`config.mk`:
```
export PLATFORM = sky130hd
export DESIGN_NAME = axi_line_bridge
export DESIGN_NICKNAME = d
export VERILOG_FILES = /design/src/rtl/axi_line_bridge_pkg.sv /design/src/rtl/axi_line_bridge.sv
export SDC_FILE = /design/constraint.sdc
export NUM_CORES = 1
export LEC_CHECK = 0
export ABC_AREA = 0
export BUFFER_PORTS_ARGS = -buffer_cell sky130_fd_sc_hd__buf_2
export CAP_MARGIN = 20
export CELL_PAD_IN_SITES_DETAIL_PLACEMENT = 0
export CELL_PAD_IN_SITES_GLOBAL_PLACEMENT = 1
export CORE_AREA = 2 2 558 560
export DETAILED_ROUTE_END_ITERATION = 8
export DIE_AREA = 0 0 560 562
export PLACE_DENSITY = 0.3
export SETUP_SLACK_MARGIN = 0.05
export SKIP_CTS_REPAIR_TIMING = 1
export SYNTH_ARGS = -nofsm -noshare
export SYNTH_HDL_FRONTEND = slang
export SYNTH_SLANG_ARGS = --single-unit
```
`constraint.sdc`:
```
create_clock -name clk -period 3.5 [get_ports clk]
set_input_delay 1.05 -clock clk [delete_from_list [all_inputs] [get_ports clk]]
set_output_delay 1.05 -clock clk [all_outputs]
set_load 0.05 [all_outputs]
```
`src/rtl/axi_line_bridge_pkg.sv`:
```
// axi_line_bridge_pkg
//   Shared constants and the state encoding for axi_line_bridge.
//   SIZE_D          : beat size code for 64-bit beats (AXI size = {1'b0, SIZE_D}).
//   AXI_BURST_INCR  : AXI INCR burst type.
//   AXI_RESP_OKAY   : AXI OKAY response code.
//   state_e         : bridge FSM states.
package axi_line_bridge_pkg;

  localparam logic [1:0] SIZE_D         = 2'b11;
  localparam logic [1:0] AXI_BURST_INCR = 2'b01;
  localparam logic [1:0] AXI_RESP_OKAY  = 2'b00;

  typedef enum logic [2:0] {
    ST_IDLE = 3'd0,
    ST_AR   = 3'd1,
    ST_R    = 3'd2,
    ST_AW   = 3'd3,
    ST_W    = 3'd4,
    ST_B    = 3'd5,
    ST_DONE = 3'd6
  } state_e;

endpackage

```
`src/rtl/axi_line_bridge.sv`:
```
// axi_line_bridge
//   Serves one 512-bit cache line read or write at a time as a single AXI4
//   INCR burst of up to eight 64-bit beats.
//
//   Cache side : i_rw_valid/o_rw_ready (ready is a one-cycle done pulse),
//                i_rw_op (0 rd, 1 wr), i_rw_addr, i_rw_size, i_rw_blks
//                (beats-1), i_rw_wdata, o_rw_rdata (registered, held until
//                the next read is accepted).
//   Bus side   : AXI4 master AW/W/B and AR/R channels, fixed ID = AXI_ID.
//   Clock/reset: clk, rst (synchronous, active high).
//
//   Optional   : `define AXI_LINE_ERR_EN adds o_rw_err, set when any R or B
//                response of the current burst is not OKAY.
module axi_line_bridge
  import axi_line_bridge_pkg::*;
#(
  parameter logic [3:0] AXI_ID = 4'd0
) (
  input  logic         clk,
  input  logic         rst,
  // cache line request
  input  logic         i_rw_valid,
  output logic         o_rw_ready,
  input  logic         i_rw_op,
  input  logic [63:0]  i_rw_addr,
  input  logic [1:0]   i_rw_size,
  input  logic [7:0]   i_rw_blks,
  input  logic [511:0] i_rw_wdata,
  output logic [511:0] o_rw_rdata,
`ifdef AXI_LINE_ERR_EN
  output logic         o_rw_err,
`endif
  // AW
  output logic         o_axi_aw_valid,
  input  logic         i_axi_aw_ready,
  output logic [63:0]  o_axi_aw_addr,
  output logic [3:0]   o_axi_aw_id,
  output logic [7:0]   o_axi_aw_len,
  output logic [2:0]   o_axi_aw_size,
  output logic [1:0]   o_axi_aw_burst,
  // W
  output logic         o_axi_w_valid,
  input  logic         i_axi_w_ready,
  output logic [63:0]  o_axi_w_data,
  output logic [7:0]   o_axi_w_strb,
  output logic         o_axi_w_last,
  // B
  input  logic         i_axi_b_valid,
  output logic         o_axi_b_ready,
  input  logic [1:0]   i_axi_b_resp,
  // AR
  output logic         o_axi_ar_valid,
  input  logic         i_axi_ar_ready,
  output logic [63:0]  o_axi_ar_addr,
  output logic [3:0]   o_axi_ar_id,
  output logic [7:0]   o_axi_ar_len,
  output logic [2:0]   o_axi_ar_size,
  output logic [1:0]   o_axi_ar_burst,
  // R
  input  logic         i_axi_r_valid,
  output logic         o_axi_r_ready,
  input  logic [63:0]  i_axi_r_data,
  input  logic [1:0]   i_axi_r_resp,
  input  logic         i_axi_r_last
);

  state_e       r_state, w_next;
  logic [63:0]  r_addr;
  logic [1:0]   r_size;
  logic [7:0]   r_blks;
  logic [2:0]   r_cnt;
  logic [511:0] r_rdata;
  logic         w_accept;
  logic         w_wlast;

  assign w_accept = (r_state == ST_IDLE) && i_rw_valid;
  assign w_wlast  = ({5'd0, r_cnt} == r_blks);

  // state register
  always_ff @(posedge clk) begin
    if (rst) r_state <= ST_IDLE;
    else     r_state <= w_next;
  end

  // next state; the op is captured by which address state is entered
  always_comb begin
    w_next = r_state;
    case (r_state)
      ST_IDLE: if (i_rw_valid)                    w_next = i_rw_op ? ST_AW : ST_AR;
      ST_AR:   if (i_axi_ar_ready)                w_next = ST_R;
      ST_R:    if (i_axi_r_valid && i_axi_r_last) w_next = ST_DONE;
      ST_AW:   if (i_axi_aw_ready)                w_next = ST_W;
      ST_W:    if (i_axi_w_ready && w_wlast)      w_next = ST_B;
      ST_B:    if (i_axi_b_valid)                 w_next = ST_DONE;
      ST_DONE:                                    w_next = ST_IDLE;
      default:                                    w_next = ST_IDLE;
    endcase
  end

  // handshake outputs are pure state decodes, so they never glitch or drop early
  always_comb begin
    o_axi_ar_valid = 1'b0;
    o_axi_r_ready  = 1'b0;
    o_axi_aw_valid = 1'b0;
    o_axi_w_valid  = 1'b0;
    o_axi_b_ready  = 1'b0;
    o_rw_ready     = 1'b0;
    case (r_state)
      ST_AR:   o_axi_ar_valid = 1'b1;
      ST_R:    o_axi_r_ready  = 1'b1;
      ST_AW:   o_axi_aw_valid = 1'b1;
      ST_W:    o_axi_w_valid  = 1'b1;
      ST_B:    o_axi_b_ready  = 1'b1;
      ST_DONE: o_rw_ready     = 1'b1;
      default: ;
    endcase
  end

  // request latch, beat counter and read line assembly
  always_ff @(posedge clk) begin
    if (rst) begin
      r_addr  <= '0;
      r_size  <= '0;
      r_blks  <= '0;
      r_cnt   <= '0;
      r_rdata <= '0;
    end else begin
      if (w_accept) begin
        r_addr <= i_rw_addr;
        r_size <= i_rw_size;
        r_blks <= i_rw_blks;
        r_cnt  <= '0;
        if (!i_rw_op) r_rdata <= '0;
      end
      // only r_last ends a read; surplus beats keep landing in slot 7
      if (r_state == ST_R && i_axi_r_valid) begin
        r_rdata[{r_cnt, 6'd0} +: 64] <= i_axi_r_data;
        if (r_cnt != 3'd7) r_cnt <= r_cnt + 3'd1;
      end
      if (r_state == ST_W && i_axi_w_ready && !w_wlast)
        r_cnt <= r_cnt + 3'd1;
    end
  end

`ifdef AXI_LINE_ERR_EN
  logic r_err;
  always_ff @(posedge clk) begin
    if (rst)                                                 r_err <= 1'b0;
    else if (w_accept)                                       r_err <= 1'b0;
    else if (r_state == ST_R && i_axi_r_valid &&
             i_axi_r_resp != AXI_RESP_OKAY)                  r_err <= 1'b1;
    else if (r_state == ST_B && i_axi_b_valid &&
             i_axi_b_resp != AXI_RESP_OKAY)                  r_err <= 1'b1;
  end
  assign o_rw_err = r_err;
`else
  // responses are deliberately ignored in this build
  logic w_unused_resp;
  assign w_unused_resp = ^{i_axi_r_resp, i_axi_b_resp};
`endif

  assign o_rw_rdata     = r_rdata;

  assign o_axi_ar_addr  = r_addr;
  assign o_axi_ar_id    = AXI_ID;
  assign o_axi_ar_len   = r_blks;
  assign o_axi_ar_size  = {1'b0, r_size};
  assign o_axi_ar_burst = AXI_BURST_INCR;

  assign o_axi_aw_addr  = r_addr;
  assign o_axi_aw_id    = AXI_ID;
  assign o_axi_aw_len   = r_blks;
  assign o_axi_aw_size  = {1'b0, r_size};
  assign o_axi_aw_burst = AXI_BURST_INCR;

  // write beat mux; the initiator holds the line stable until the done pulse
  assign o_axi_w_data   = i_rw_wdata[{r_cnt, 6'd0} +: 64];
  assign o_axi_w_strb   = 8'hFF;
  assign o_axi_w_last   = w_wlast;

endmodule

```
==> impl_metrics.csv, run 1 <==
group,metric,value,unit
worst_setup_path,start_kind,"register",
worst_setup_path,cpMostUsedCell,"buf_4",
yosys,synthSimpleGateAreaFrac,0.235,
worst_setup_path,startpoint,"r_cnt[0]",
die,die_height,562,µm
worst_setup_path,critPathMaxStageDelay,0.68,ns
timing,skew,0.0954,ns
die,die_w,560,µm
yosys,syn_inst,3228,
placement,numPortBuffers,1390,
pwr,finalPower,24300,µW
pwr,p_leak,0.0167,µW
global_route,grt_first_pass_wirelength,308,mm
clock_network,cts.sinks,592,
yosys,synth-seq-cells,592,
die,ios,1417,
layout,seq_area,11900,µm²
status,run_status,"finished with violations",
min_path,hold_class,"reg2reg",
die,die_area,315000,µm²
pwr,power_density,577,nW/µm²
worst_setup_path,cp_data_arrival_time,2.61,ns
flow_run,drv_cap,0,
clock_network,clk_pin_slew,0.06,ns
global_route,overflow,0,
layout,multi_input_area,12800,µm²
timing,fin_crit,3.66,ns
drt,antenna_left,0,
die,start_util,0.0870,
drt,drtIter0Drc,1857,
yosys,synth_warnings,0,
yosys,synth-xor-area-share,0.000979,
yosys,ys_top_cells_by_count,"nand2_1 (767), nand3_1 (608), dfxtp_1 (592)",
yosys,synthAdderAreaFrac,0.00233,
drt,firstDrtPassIters,5,
yosys,yosys.area.top_type_share,0.442,
yosys,synth.most_common_cell,"nand2_1",
global_route,antenna_found_initial,119,
clock_network,cts_root_buffer,"clkbuf_16",
placement,gp_congestion,0.890,
global_route,grt_pass1_vias,29300,
min_path,min_from,"o_rw_rdata[50]",
timing,final.period_utilization,1.04,
layout,nFillCells,35800,
timing,maxSlewViolCount,0,
layout,drive_above_1_share,0.422,
global_route,grt_usage,0.146,
clock_network,cts_tree,"built",
yosys,ys_seq_area_frac,0.442,
worst_setup_path,crit_chain,"buf_12 > buf_4 > clkbuf_16 > mux4_2 > nand2_2 > nand2_1 > buf_4",
drt,via_count,29700,
worst_setup_path,crit_type,"reg2out",
drt,wl,242,mm
layout,layout.nets,5081,
timing,worst_pin_slew,0.872,ns
layout,syn_to_final_growth,57.1,%
worst_setup_path,crit_fanout,6,
clock_network,cts_max_path_buffers,4,
pwr,ir_drop,0.343,mV
yosys,synthTopCellsByArea,"dfxtp_1 (44%), nand3_1 (11%), a21oi_1 (11%), mux4_2 (11%), nand2_1 (11%)",
die,num_rows,204,
drt,wire_per_inst,28.0,µm
worst_setup_path,required,2.45,ns
placement,placed_cell_area,38100,µm²
yosys,ys_types,46,
status,violations,"setup timing",
timing,fmax,274,MHz
layout,postLayoutCellArea,42200,µm²
die,core_area,308000,µm²
global_route,grt_max_degree,102,
timing,rsz0062_at_grt,"yes",
drt,remaining_drc_errors,0,
clock_network,cts_made_buffers,89,
yosys,synth_flop_cell,"dfxtp_1",
yosys,synth_area,26800,µm²
timing,fin_ws,-0.156,ns
yosys,synthArstFlopShare,0,
clock_network,htree_levels,3,
yosys,synth-edff-count,0,
yosys,synth_top_family_by_area,"simple AND/OR/NAND/NOR gates",
worst_setup_path,crit_slowest_cell,"mux4_2",
worst_setup_path,rr_startpoint,"r_cnt[0]",
timing,setup_viol,49,
worst_setup_path,end_kind,"primary output",
timing,hold_viol,0,
yosys,synth-compound-area-share,0.112,
timing,relSlewSlack,0.419,
yosys,avgSynthCellArea,8.31,µm²
drt,vias_per_cell,3.44,
yosys,synth_mux_area_frac,0.109,
clock_network,clock_latency,0.81,ns
yosys,yosysTopAreaCell,"dfxtp_1",
placement,dpl.hpwl,189,mm
-- registers in the layout, indices dropped and copies added, names as in the netlist --
signal         count
o_rw_rdata       512
o_axi_ar_len       8
o_axi_ar_addr     64
r_state            3
r_size             2
r_cnt              3
-- kinds of logic (layout without fill, tap and decap cells) --
family | after synthesis | count (layout)
XOR/XNOR | 3 | 3
multiplexers | 132 | 132
AND/OR/NAND/NOR | 1420 | 1420
buffers and inverters | 477 | 1698
AO/OA/AOI/OAI | 597 | 597
flip-flops | 592 | 592
adder cells (fa/ha/maj) | 5 | 5
other | 2 | 54
-- final timing paths --
path,end,slack (ns),cells after the start
worst min register to register,o_rw_rdata[50],0.46,2
worst max-delay path,o_axi_w_data[22],-0.16,7
worst min-delay path,o_rw_rdata[50],0.46,2
worst max register to register,o_rw_rdata[129],0.27,10
-- where the power goes --
group	internal, µW	total, µW	switching, µW
clock	5280	8900	3620
sequential	7000	7340	340
combinational	2450	8100	5650
-- per-layer routing --
metal  GRT usage  vias up  wire (µm)
met4      0.0330       64       5570
met3      0.0360      295      14900
met1       0.183    14700     105000
met2       0.250     1212     116000
li1            -    13400          -
met5           0        -        405
-- final cells by class --
cell class	count	area share
antenna	32	0.00190
clock buffer	135	0.0614
clock inverter	13	0.00386
inverter	8	0.000742
multi-input combinational	2179	0.303
sequential	592	0.281
tap	4120	0.122
timing repair buffer	1542	0.226
-- critical path: cells and delay by family (launching register included) --
family,cells,cell delay (ns)
flip-flops,1,0.37
buffers and inverters,4,0.65
multiplexers,1,0.68
AND/OR/NAND/NOR,2,0.17
-- layout by cell type (no fill, tap or decap), types with 4 or more instances in the layout --
cell type	count
nand2_1	707
inv_1	7
buf_4	91
nand3_1	607
clkinv_2	8
ha_1	4
diode_2	32
nand4b_1	4
buf_12	72
buf_2	1326
buf_6	35
a21oi_1	589
and4_4	4
nand2_4	8
nand4_4	4
and4b_4	4
nand2_2	51
mux2i_1	4
clkbuf_8	19
clkbuf_16	95
buf_8	10
conb_1	22
mux4_2	128
clkbuf_1	27
dfxtp_1	586
-- per-stage QoR --
stage / std cells / util / setup WS [ns] / hold slack, ns / TNS [ns]
floorplan: 3248 / - / 0.600 / 0.600 / 0
global placement: 8408 / 0.124 / -0.0603 / 0.449 / -0.0603
detailed placement: 8408 / 0.124 / -0.0500 / 0.452 / -0.0500
CTS: 8556 / 0.133 / -0.644 / 0.446 / -27.69
global route: 8602 / 0.137 / -0.236 / 0.471 / -10.53
finish: 8621 / 0.137 / -0.156 / 0.459 / -2.83
Note: power is estimated with default switching activity, not from simulation.
==> run 2: changes to the inputs <==
- CORE_AREA: 2 2 558 560 -> 4 4 544 546
- DIE_AREA: 0 0 560 562 -> 0 0 548 550
- PLACE_DENSITY: 0.3 -> 0.31
==> run 2 against run 1 <==
The flow still finishes with violations (setup timing). Clock-buffer cell count shrank 18. Cell area grew 1.7%. Global-route usage grew 0.68 points. Via count grew 1.1%. Clock power shrank 5.1%. Sequential share of layout area shrank 0.47 points. Clock skew shrank 0.064 ns. Largest power group unchanged. First-iteration DRC count grew 7.2%. Sequential power shrank 0.5%.
==> impl_metrics.csv, run 2 (same netlist as run 1, synthesis figures left out) <==
group,metric,value,unit
timing,final.period_utilization,1.02,
flow_run,drv_cap,0,
global_route,grt_max_degree,88,
clock_network,cts_tree,"built",
layout,largest_reg_flops,512,
drt,wl,244,mm
placement,gp_congestion,0.919,
worst_setup_path,rr_startpoint,"r_cnt[0]",
die,num_rows,198,
placement,dpl.hpwl,194,mm
layout,final_cell_mix,"buf_2 (1322), nand2_1 (650), nand3_1 (607)",
clock_network,cts_max_path_buffers,3,
drt,remaining_drc_errors,0,
worst_setup_path,required,2.45,ns
die,die_area,301000,µm²
worst_setup_path,cp_data_arrival_time,2.51,ns
die,die_height,550,µm
worst_setup_path,end_kind,"primary output",
clock_network,cts.sinks,592,
clock_network,cts_root_buffer,"clkbuf_16",
global_route,grt_usage,0.153,
clock_network,htree_levels,3,
min_path,hold_end,"o_rw_rdata[29]",
worst_setup_path,r2r_end,"o_rw_rdata[162]",
worst_setup_path,crit_slowest_cell,"mux4_2",
pwr,power_density,565,nW/µm²
status,violations,"setup timing",
die,core_area,291000,µm²
timing,fmax,281,MHz
status,run_status,"finished with violations",
die,die_w,548,µm
worst_setup_path,cpMostUsedCell,"buf_12",
pwr,p_leak,0.0171,µW
worst_setup_path,startpoint,"r_cnt[0]",
pwr,ir_drop,0.338,mV
timing,skew,0.0310,ns
drt,via_count,30000,
timing,setup_viol,27,
drt,firstDrtPassIters,5,
placement,numPortBuffers,1390,
min_path,hold_class,"reg2reg",
clock_network,clock_latency,0.69,ns
drt,wire_per_inst,28.9,µm
drt,drtIter0Drc,1991,
worst_setup_path,crit_chain,"buf_12 > buf_16 > buf_4 > mux4_2 > nand2_2 > nand2_4 > buf_12",
worst_setup_path,r2r_slack,0.65,ns
layout,final_common_cell,"buf_2",
worst_setup_path,ff2ff_path_depth,9,
clock_network,cts_made_buffers,85,
timing,rsz0062_at_grt,"yes",
drt,vias_per_cell,3.56,
timing,fin_ws,-0.0587,ns
layout,syn_to_final_growth,59.7,%
pwr,finalPower,24200,µW
min_path,whs_path_depth,2,
worst_setup_path,crit_fanout,8,
timing,tns,-0.670,ns
global_route,overflow,0,
clock_network,clk_pin_slew,0.06,ns
drt,antenna_left,0,
global_route,antenna_found_initial,136,
worst_setup_path,crit_type,"reg2out",
layout,drive_above_1_share,0.439,
global_route,grt_pass1_vias,29200,
layout,layout.nets,5118,
timing,worst_pin_slew,0.953,ns
min_path,min_from,"o_rw_rdata[29]",
timing,fin_crit,3.56,ns
die,start_util,0.0923,
timing,relSlewSlack,0.365,
worst_setup_path,start_kind,"register",
worst_setup_path,critPathMaxStageDelay,0.58,ns
global_route,grt_first_pass_wirelength,309,mm
timing,hold_viol,0,
timing,maxSlewViolCount,0,
die,ios,1417,
==> run 2: cell count changes in the layout (fill, tap and decap cells not counted), moves of 7 or more <==
cell      change
nand2_1      -57
buf_12       +37
nand2_2      +34
nand2_4      +22
clkbuf_1      -8
clkbuf_8      -7
==> run 2: worst max-delay path by stage <==
stage	slack (ns)	to
detailed placement	-0.13	o_axi_w_data[49]
global placement	-0.13	o_axi_w_data[49]
floorplan	0.60	o_axi_w_valid
CTS	-0.75	o_axi_w_data[49]
finish	-0.06	o_axi_w_data[11]
global route	-0.17	o_axi_w_data[48]
==> run 2: critical path, delay by kind of cell, from the launching register on <==
family	cells	cell delay [ns]
buffers and inverters	4	0.64
flip-flops	1	0.39
multiplexers	1	0.58
AND/OR/NAND/NOR	2	0.20
==> run 2: final cells by class <==
class                           count  area, µm²
Fill cell                       33300     248000
Multi-Input combinational cell   2179      13000
Sequential cell                   592      11900
Timing Repair Buffer             1583      10400
Tap cell                         3900       4880
Clock buffer                      117       2390
Clock inverter                     14        223
Antenna cell                       33       82.6
Inverter                            8       30.0
==> run 2: layer usage <==
metal / share of wire / GRT usage / vias up
li1: - / - / 13500
met1: 0.43 / 0.190 / 14900
met2: 0.47 / 0.260 / 1286
met3: 0.073 / 0.0484 / 304
met4: 0.025 / 0.0292 / 96
met5: 0.0023 / 0 / -
==> run 2: power breakdown <==
part           internal (µW)  switching (µW)  total, µW
clock network           4950            3500       8450
registers               7000             304       7300
logic                   2680            5770       8440
==> run 2: per-stage QoR <==
| stage | util | instance area (µm²) | cells | hold slack [ns] | setup slack (ns) |
|---|---|---|---|---|---|
| after floorplan | - | 26900 | 3248 | 0.600 | 0.600 |
| after global placement | 0.132 | 38300 | 8221 | 0.446 | -0.133 |
| after detailed placement | 0.132 | 38300 | 8221 | 0.452 | -0.125 |
| after CTS | 0.141 | 40900 | 8352 | 0.460 | -0.747 |
| after global routing | 0.147 | 42800 | 8406 | 0.479 | -0.174 |
| final | 0.147 | 42900 | 8426 | 0.458 | -0.0587 |
==> run 3: changes to the inputs <==
- ABC_AREA: 0 -> 1
- PLACE_DENSITY: 0.31 -> 0.32
- SLEW_MARGIN: not set -> 10
==> run 3 against run 2 <==
The flow still finishes with violations (setup timing). Area after synthesis grew 5.4%. Clock skew up 0.020 ns. First-iteration DRC count up 27%. Via count increased by 18%. Largest power group is now combinational logic.
==> impl_metrics.csv, run 3 <==
group,metric,value,unit
die,num_rows,198,
die,ios,1417,
timing,maxSlewViolCount,0,
placement,numPortBuffers,1390,
drt,vias_per_cell,3.88,
layout,nFillCells,33500,
placement,dpl.hpwl,200,mm
worst_setup_path,crit_fanout,32,
worst_setup_path,cpLargestDelayFamily,"buffers and inverters",
worst_setup_path,crit_end,"o_axi_w_data[47]",
yosys,ys_top_cells_by_count,"nand2_1 (696), nor2_1 (625), dfxtp_1 (592)",
layout,layout.nets,5828,
clock_network,htree_levels,3,
drt,firstDrtPassIters,5,
yosys,synthArstFlopShare,0,
worst_setup_path,crit_cells,7,
timing,relSlewSlack,0.316,
worst_setup_path,critPathMaxStageDelay,0.50,ns
placement,gp_congestion,0.893,
die,die_area,301000,µm²
global_route,grt_first_pass_wirelength,339,mm
worst_setup_path,crit_slowest_cell,"dfxtp_4",
worst_setup_path,end_kind,"primary output",
worst_setup_path,ff2ff_path_depth,9,
yosys,synth_warnings,0,
clock_network,cts_max_path_buffers,4,
layout,fin_util,0.153,
flow_run,drv_cap,0,
pwr,p_leak,0.0188,µW
pwr,power_density,760,nW/µm²
worst_setup_path,startpoint,"r_cnt[0]",
clock_network,clk_pin_slew,0.06,ns
layout,syn_to_final_growth,57.5,%
drt,antenna_left,0,
timing,rsz0062_at_grt,"yes",
worst_setup_path,r2r_end,"o_rw_rdata[183]",
yosys,synth_flop_cell,"dfxtp_1",
layout,fin_cells,9140,
drt,drtIter0Drc,2519,
drt,wl,270,mm
die,die_height,550,µm
status,run_status,"finished with violations",
yosys,synthTopCellsByArea,"dfxtp_1 (42%), nand2_1 (9.2%), o21ai_0 (9.1%), nor2_1 (8.3%), a221oi_1 (6.5%)",
status,violations,"setup timing",
timing,setup_viol,37,
yosys,synth.most_common_cell,"nand2_1",
timing,final.period_utilization,1.03,
placement,placed_cell_area,39700,µm²
yosys,yosys.area.top_type_share,0.419,
timing,fin_crit,3.60,ns
timing,fmax,278,MHz
yosys,ys_types,30,
yosys,synth_area,28300,µm²
clock_network,cts_tree,"built",
layout,multi_input_area,14300,µm²
yosys,yosysTopAreaCell,"dfxtp_1",
global_route,grt_usage,0.163,
yosys,syn_inst,3998,
worst_setup_path,crit_chain,"buf_16 > buf_12 > o21ai_0 > o22ai_1 > nand2_1 > nand2_1 > buf_4",
layout,seq_area,11900,µm²
die,die_w,548,µm
timing,skew,0.0514,ns
layout,postLayoutCellArea,44500,µm²
global_route,antenna_found_initial,104,
pwr,ir_drop,0.507,mV
drt,wire_per_inst,29.5,µm
worst_setup_path,required,2.45,ns
drt,remaining_drc_errors,0,
pwr,finalPower,33800,µW
worst_setup_path,rr_startpoint,"r_cnt[0]",
layout,largest_reg_flops,512,
placement,placedCellCount,8919,
worst_setup_path,cpMostUsedCell,"nand2_1",
timing,worst_pin_slew,1.03,ns
min_path,hold_class,"reg2reg",
timing,tns,-1.93,ns
global_route,grt_max_degree,169,
layout,final_common_cell,"buf_2",
die,core_area,291000,µm²
clock_network,clock_latency,0.78,ns
timing,fin_ws,-0.0974,ns
layout,drive_above_1_share,0.352,
clock_network,cts.sinks,592,
layout,final_cell_mix,"buf_2 (1324), nand2_1 (644), nor2_1 (602)",
timing,hold_viol,0,
global_route,grt_pass1_vias,34600,
clock_network,cts_root_buffer,"clkbuf_16",
yosys,avgSynthCellArea,7.07,µm²
worst_setup_path,cp_data_arrival_time,2.55,ns
die,start_util,0.0973,
clock_network,cts_made_buffers,91,
worst_setup_path,crit_type,"reg2out",
yosys,ys_seq_area_frac,0.419,
worst_setup_path,start_kind,"register",
worst_setup_path,r2r_slack,0.32,ns
worst_setup_path,crit_buf_inv,3,
drt,via_count,35400,
yosys,synth-edff-count,0,
global_route,overflow,0,
yosys,synth-seq-cells,592,
[run 3: worst reg2reg max path: stages, from the launching register on]
cell      delay (ns)
dfxtp_4         0.50
inv_16          0.12
ha_4            0.22
ha_1            0.47
inv_1           0.26
nor2_4          0.48
nand2_4         0.39
buf_12          0.32
nor2_1          0.16
a211oi_1        0.05
[run 3: layer usage]
layer	track usage	wire (µm)	part of all wire	up-vias
met5	0	205	0.00076	-
met4	0.0238	4370	0.016	34
met3	0.0499	22100	0.082	265
met2	0.270	124000	0.46	1501
met1	0.212	120000	0.44	17500
li1	-	-	-	16100
[run 3: layout make-up]
type,instances,share of cell area
inverters,115,0.0108
repair buffers,1552,0.224
diodes,17,0.000955
well taps,3900,0.110
clock inverters,28,0.00781
clock buffers,129,0.0586
flip-flops and latches,592,0.266
multi-input cells,2807,0.321
[run 3: logic make-up after synthesis]
group                      Yosys count  synth area share
adders and majority gates            5           0.00221
DFF                                592             0.419
buffers and inverters              619            0.0995
other                                2          0.000266
AOI/OAI and AO/OA                 1171             0.248
and+or+nand+nor                   1609             0.231
[run 3: through the flow]
| step | worst slack [ns] | hold WS, ns |
|---|---|---|
| after floorplan | 0.636 | 0.576 |
| after global placement | -0.272 | 0.449 |
| after detailed placement | -0.268 | 0.450 |
| after CTS | -0.875 | 0.405 |
| after global routing | -0.245 | 0.444 |
| final | -0.0974 | 0.455 |
[run 3: power breakdown]
part / total (µW) / leakage, µW / switching [µW] / internal (µW)
clock network: 9380 / 0.00146 / 3760 / 5620
registers: 7610 / 0.00479 / 447 / 7160
logic: 16800 / 0.0125 / 12200 / 4600
[run 3: worst min path at each step]
stage | from | depth (start not counted) | to
2_1_floorplan | r_state[2] | 4 | r_state[2]
3_3_place_gp | o_rw_rdata[433] | 2 | o_rw_rdata[433]
3_5_place_dp | o_rw_rdata[71] | 2 | o_rw_rdata[71]
4_1_cts | i_rw_addr[47] | 3 | o_axi_ar_addr[47]
5_1_grt | i_rw_addr[7] | 3 | o_axi_ar_addr[7]
6_report | o_rw_rdata[71] | 2 | o_rw_rdata[71]
